===== config.mk =====
export PLATFORM = sky130hd
export DESIGN_NAME = seg7_scan_decoder_flat
export DESIGN_NICKNAME = d
export VERILOG_FILES = /design/src/rtl/seg7_scan_decoder_if.sv /design/src/rtl/seg7_scan_decoder.sv /design/src/flat_wrapper.sv
export SDC_FILE = /design/constraint.sdc
export NUM_CORES = 1
export LEC_CHECK = 0
export BUFFER_PORTS_ARGS = -buffer_cell sky130_fd_sc_hd__buf_2
export CAP_MARGIN = 20
export CORE_UTILIZATION = 47
export DETAILED_ROUTE_END_ITERATION = 12
export PLACE_DENSITY = 0.72
export SETUP_SLACK_MARGIN = 0.5
export SLEW_MARGIN = 20
export SYNTH_ARGS = -nofsm -noshare
export SYNTH_HDL_FRONTEND = slang
export SYNTH_SLANG_ARGS = --single-unit

===== constraint.sdc =====
create_clock -name clk -period 6.7 [get_ports clk]
set_input_delay 0.67 -clock clk [delete_from_list [all_inputs] [get_ports clk]]
set_output_delay 0.67 -clock clk [all_outputs]
set_load 0.01 [all_outputs]

===== src/rtl/seg7_scan_decoder_if.sv =====
// Scanned 7-segment display bus: segment/select lines toward the decoder,
// captured BCD digits, error flags and the frame pulse back from it.
interface seg7_scan_decoder_if #(
    parameter int NUM_DIGITS = 4
);
    logic [6:0]              seg_in;
    logic [NUM_DIGITS-1:0]   dig_sel;
    logic [4*NUM_DIGITS-1:0] bcd_out;
    logic [NUM_DIGITS-1:0]   digit_err;
    logic                    frame_valid;

    modport master (
        output seg_in, dig_sel,
        input  bcd_out, digit_err, frame_valid
    );

    modport slave (
        input  seg_in, dig_sel,
        output bcd_out, digit_err, frame_valid
    );
endinterface


===== src/rtl/seg7_scan_decoder.sv =====
// Captures digits from a multiplexed active-low 7-segment bus: per-dwell
// stability filter, pattern-to-BCD decode with error flags, frame pulse.
module seg7_scan_decoder #(
    parameter int NUM_DIGITS    = 4,
    parameter int STABLE_CYCLES = 4
) (
    input  logic                      clk,
    input  logic                      rst,
    seg7_scan_decoder_if.slave        bus
);
    localparam int CW = $clog2(STABLE_CYCLES + 1);
    localparam logic [CW-1:0] CNT_MAX = CW'(STABLE_CYCLES);

    logic [6:0]              h_seg;
    logic [NUM_DIGITS-1:0]   h_sel;
    logic [CW-1:0]           cnt;
    logic                    done;
    logic [NUM_DIGITS-1:0]   mask;
    logic [4*NUM_DIGITS-1:0] bcd_q;
    logic [NUM_DIGITS-1:0]   err_q;
    logic                    frame_q;

    logic                    changed;
    logic                    cap;
    logic [NUM_DIGITS-1:0]   mask_next;
    logic [3:0]              dec_bcd;
    logic                    dec_err;

    assign changed   = ({bus.seg_in, bus.dig_sel} != {h_seg, h_sel});
    assign cap       = (cnt == CNT_MAX) && !done && $onehot(h_sel);
    assign mask_next = mask | h_sel;

    // Blank (all segments off) is a legal "no digit" reading, not an error.
    always_comb begin
        dec_bcd = 4'hF;
        dec_err = 1'b0;
        case (h_seg)
            7'h40:   dec_bcd = 4'd0;
            7'h79:   dec_bcd = 4'd1;
            7'h24:   dec_bcd = 4'd2;
            7'h30:   dec_bcd = 4'd3;
            7'h19:   dec_bcd = 4'd4;
            7'h12:   dec_bcd = 4'd5;
            7'h02:   dec_bcd = 4'd6;
            7'h78:   dec_bcd = 4'd7;
            7'h00:   dec_bcd = 4'd8;
            7'h10:   dec_bcd = 4'd9;
            7'h7F:   dec_bcd = 4'hF;
            default: dec_err = 1'b1;
        endcase
    end

    always_ff @(posedge clk or posedge rst) begin
        if (rst) begin
            h_seg   <= 7'h7F;
            h_sel   <= '0;
            cnt     <= '0;
            done    <= 1'b0;
            mask    <= '0;
            bcd_q   <= '0;
            err_q   <= '0;
            frame_q <= 1'b0;
        end else begin
            frame_q <= 1'b0;
            if (cap) begin
                for (int i = 0; i < NUM_DIGITS; i++) begin
                    if (h_sel[i]) begin
                        bcd_q[4*i +: 4] <= dec_bcd;
                        err_q[i]        <= dec_err;
                    end
                end
                done <= 1'b1;
                if (mask_next == {NUM_DIGITS{1'b1}}) begin
                    mask    <= '0;
                    frame_q <= 1'b1;
                end else begin
                    mask <= mask_next;
                end
            end
            // A change at the capture edge still reloads; the capture above used the old hold.
            if (changed) begin
                h_seg <= bus.seg_in;
                h_sel <= bus.dig_sel;
                cnt   <= CW'(1);
                done  <= 1'b0;
            end else if (cnt != CNT_MAX) begin
                cnt <= cnt + CW'(1);
            end
        end
    end

    assign bus.bcd_out     = bcd_q;
    assign bus.digit_err   = err_q;
    assign bus.frame_valid = frame_q;
endmodule


===== src/flat_wrapper.sv =====
// flat-port wrapper written by rule: the top's interface ports become plain ports
module seg7_scan_decoder_flat 
#(
    parameter int NUM_DIGITS    = 4,
    parameter int STABLE_CYCLES = 4
)
  (clk, rst, bus_seg_in, bus_dig_sel, bus_bcd_out, bus_digit_err, bus_frame_valid);
  seg7_scan_decoder_if #(.NUM_DIGITS(NUM_DIGITS)) bus_i ();
  input  logic clk;
  input  logic rst;
  input wire logic [$bits(bus_i.seg_in)-1:0] bus_seg_in;
  input wire logic [$bits(bus_i.dig_sel)-1:0] bus_dig_sel;
  output wire logic [$bits(bus_i.bcd_out)-1:0] bus_bcd_out;
  output wire logic [$bits(bus_i.digit_err)-1:0] bus_digit_err;
  output wire logic [$bits(bus_i.frame_valid)-1:0] bus_frame_valid;
  assign bus_i.seg_in = bus_seg_in;
  assign bus_i.dig_sel = bus_dig_sel;
  assign bus_bcd_out = bus_i.bcd_out;
  assign bus_digit_err = bus_i.digit_err;
  assign bus_frame_valid = bus_i.frame_valid;
  seg7_scan_decoder #(.NUM_DIGITS(NUM_DIGITS), .STABLE_CYCLES(STABLE_CYCLES)) u_core (.clk(clk), .rst(rst), .bus(bus_i));
endmodule

==> out/results.txt <==
Crit Path Class = reg2reg
DR DRC count = 0
fin crit share = 0.409
Root Buffer = clkbuf_8
cts repair resizes = 0
setup TNS = 0 ns
achievable clock frequency = 0.365 GHz
worst-margin pin slew = 0.563 ns
RSZ-0062 raised after global routing = false
peak supply drop = 0.139 mV
initial drt markers = 69
chip height = 69.2 um
Rel. slew slack = 0.622
# fillers = 384
Buffers on Ports = 33
Setup-failing EPs final = 0
max-slew violation count = 0
simple-gate share of the synthesized area = 0.194
Compound-Gate Fraction of Synth Area = 0.0913
WL per Instance = 14.3 um
Chip Width = 69.2 um
initial antenna violation count = 0
yosys warns = 0
Starting Density = 0.488
met2 Track Usage GR = 0.268
Clock Tree Buf Depth = 2
Final #Nets = 229
CTS Hold Bufs = 0
die area = 4790 um^2
post-synthesis mux area share = 0.0548
placed wire-length estimate = 2790 um
clock transition at the registers of the reported paths = 0.08 ns
total track usage = 0.171
DR pass1 iterations = 4
Area Growth Syn to Fin = 9.31%
Vias = 1,375
vias in the first global route = 1,361
CTS tree = yes
first-pass GRT wire length = 6510 um
Final Cell Area = 2320 um^2
clk_lat worst skew = 0.29 ns
RD Place Congestion = 0.833
final hold violation count = 0
WP data arrival = 2.92 ns
final WL = 3760 um
Critical Path Fanout Max = 9
flop and latch count out of synthesis = 40
Pwr Density = 214 nW/um^2
clock sinks = 40
type of origin of the critical path = flop
via-per-instance ratio = 5.23
CP endpoint kind = flop
register area share after synthesis = 0.476
XOR/XNOR Fraction of Synth Area = 0.0619
Setup Buffers After CTS = 0
type of the worst min-delay path = in2async
H-tree depth = 2
status = finished clean
n_diodes = 0
mapped cell area = 2120 um^2
Synth Area in Adders = 0.0389
Post-DP Area = 2200 um^2
ratio of cells with drive above 1 in the final layout = 0.346
global route overflow = 0
largest net degree at the start of global routing = 41
commonest cells after routing, fill and taps aside = 33 x buf_2, 33 x dfrtp_1, 27 x nor2_1
Core Area = 4350 um^2
Ports = 34
GRT Max-Usage Layer = met2
site row count = 24
CP Data Required Time = 6.88 ns
Lkg Pwr = 1.14 nW
Max Cap Viol = 0
combinational family with the most area after synthesis = simple AND/OR/NAND/NOR gates
Cells after Synth = 191
GR Util met3 = 0.0392
ANT nets after route = 0
Final Skew = 0.00566 ns
Yosys cell types = 45
min cycle time layout = 2.74 ns
number of buffers created by CTS = 5
syn_nets = 210
syn avg cell area = 11.1 um^2
met1 Use GR = 0.235
-- flip-flops by register name, summed over array words and instances, names as in the netlist --
| signal | flops |
|---|---|
| u_core.bus.bcd_out | 16 |
| u_core.h_seg | 7 |
| u_core.bus.digit_err | 4 |
| u_core.h_sel | 4 |
| u_core.mask | 4 |
| u_core.cnt | 3 |
| u_core.bus.frame_valid | 1 |
| u_core.done | 1 |
-- area by class of cell --
type	count	area [um^2]	share of cell area
Timing Repair Buffer	34	173	0.0744
Clock inverter	2	38.8	0.0167
Multi-Input combinational cell	125	937	0.404
Inverter	4	15.0	0.00647
Clock buffer	6	82.6	0.0356
Tap cell	52	65.1	0.0280
Sequential cell	40	1010	0.435
-- final timing paths --
path / startpoint / end / slack (ns) / cells after the start
setup / recovery: u_core.h_sel[2] / u_core.bus.bcd_out[6] / 3.96 / 6
hold / removal: rst / u_core.bus.bcd_out[5] / 0.49 / 3
setup reg to reg: u_core.h_sel[2] / u_core.bus.bcd_out[6] / 3.96 / 6
hold reg to reg: u_core.mask[0] / u_core.mask[0] / 0.51 / 2
max in group asynchronous: rst / u_core.h_seg[3] / 5.86 / 3
min in group clk: bus_seg_in[3] / u_core.h_seg[3] / 0.49 / 1
-- cells by family (layout without fill, tap and decap cells) --
kind of cell,count (synthesis),in the layout
and+or+nand+nor,70,70
DFF,40,40
buffers and inverters,26,46
AOI/OAI and AO/OA,25,25
xor gates and xnor gates,15,15
muxes,9,9
adders and majority gates,6,6
-- metal layers --
metal  share of wire  wire, um
met1            0.47      1770
met2            0.47      1780
met3           0.040       149
met4           0.015        58
met5               0         0
-- cell usage after synthesis (all sizes together) --
| cell | instances | area (um^2) |
|---|---|---|
| o211ai | 1 | 12.5 |
| nor3 | 9 | 61.3 |
| o211a | 1 | 10.0 |
| dfrtp | 33 | 826 |
| a31oi | 9 | 71.3 |
| nand4bb | 1 | 11.3 |
| nor3b | 2 | 20.0 |
| dfstp | 7 | 184 |
| fa | 1 | 20.0 |
| o21ai | 2 | 17.5 |
| nor2 | 27 | 101 |
| nand3b | 1 | 7.51 |
| nand2 | 6 | 22.5 |
| nor4 | 4 | 31.3 |
| o221ai | 1 | 8.76 |
| and3b | 1 | 8.76 |
| xnor2 | 3 | 26.3 |
| a21oi | 8 | 40.0 |
| clkbuf | 11 | 41.3 |
| and2 | 4 | 25.0 |
| ha | 5 | 62.6 |
| xor2 | 12 | 105 |
| o22ai | 2 | 12.5 |
| or3 | 1 | 6.26 |
| buf | 11 | 120 |
| a22oi | 1 | 21.3 |
| and4bb | 2 | 28.8 |
| nand2b | 1 | 6.26 |
| nand3 | 5 | 37.5 |
| and3 | 1 | 11.3 |
| nand4 | 2 | 12.5 |
| or2 | 3 | 21.3 |
| mux2 | 9 | 116 |
| inv | 4 | 15.0 |
-- power breakdown --
part | total [W] | switching [W] | leakage, nW | internal [W]
logic | 0.0000344 | 0.0000191 | 0.562 | 0.0000153
clock network | 0.000205 | 0.0000836 | 0.0614 | 0.000122
registers | 0.000256 | 0.00000933 | 0.520 | 0.000247
total | 0.000496 | 0.000112 | 1.14 | 0.000384
-- worst max-delay path, cell delays in order, from the launching register on --
cell and delay (ns):
dfrtp_1 0.43, ha_1 0.31, ha_1 0.20, fa_1 0.45, nor4_2 0.45, and2_1 0.42
mux2_2 0.38
-- metrics by stage --
step / worst slack [ns] / hold WS, ns / cells / util / power, W
floorplan: 4.25 / 0.466 / 191 / - / 0.000289
global placement: 4.06 / 0.491 / 255 / 0.505 / 0.000294
detailed placement: 3.96 / 0.493 / 255 / 0.505 / 0.000295
CTS: 3.96 / 0.484 / 263 / 0.533 / 0.000502
global route: 3.81 / 0.481 / 263 / 0.533 / 0.000516
finish: 3.96 / 0.491 / 263 / 0.533 / 0.000496
Note: power is estimated with default switching activity, not from simulation.
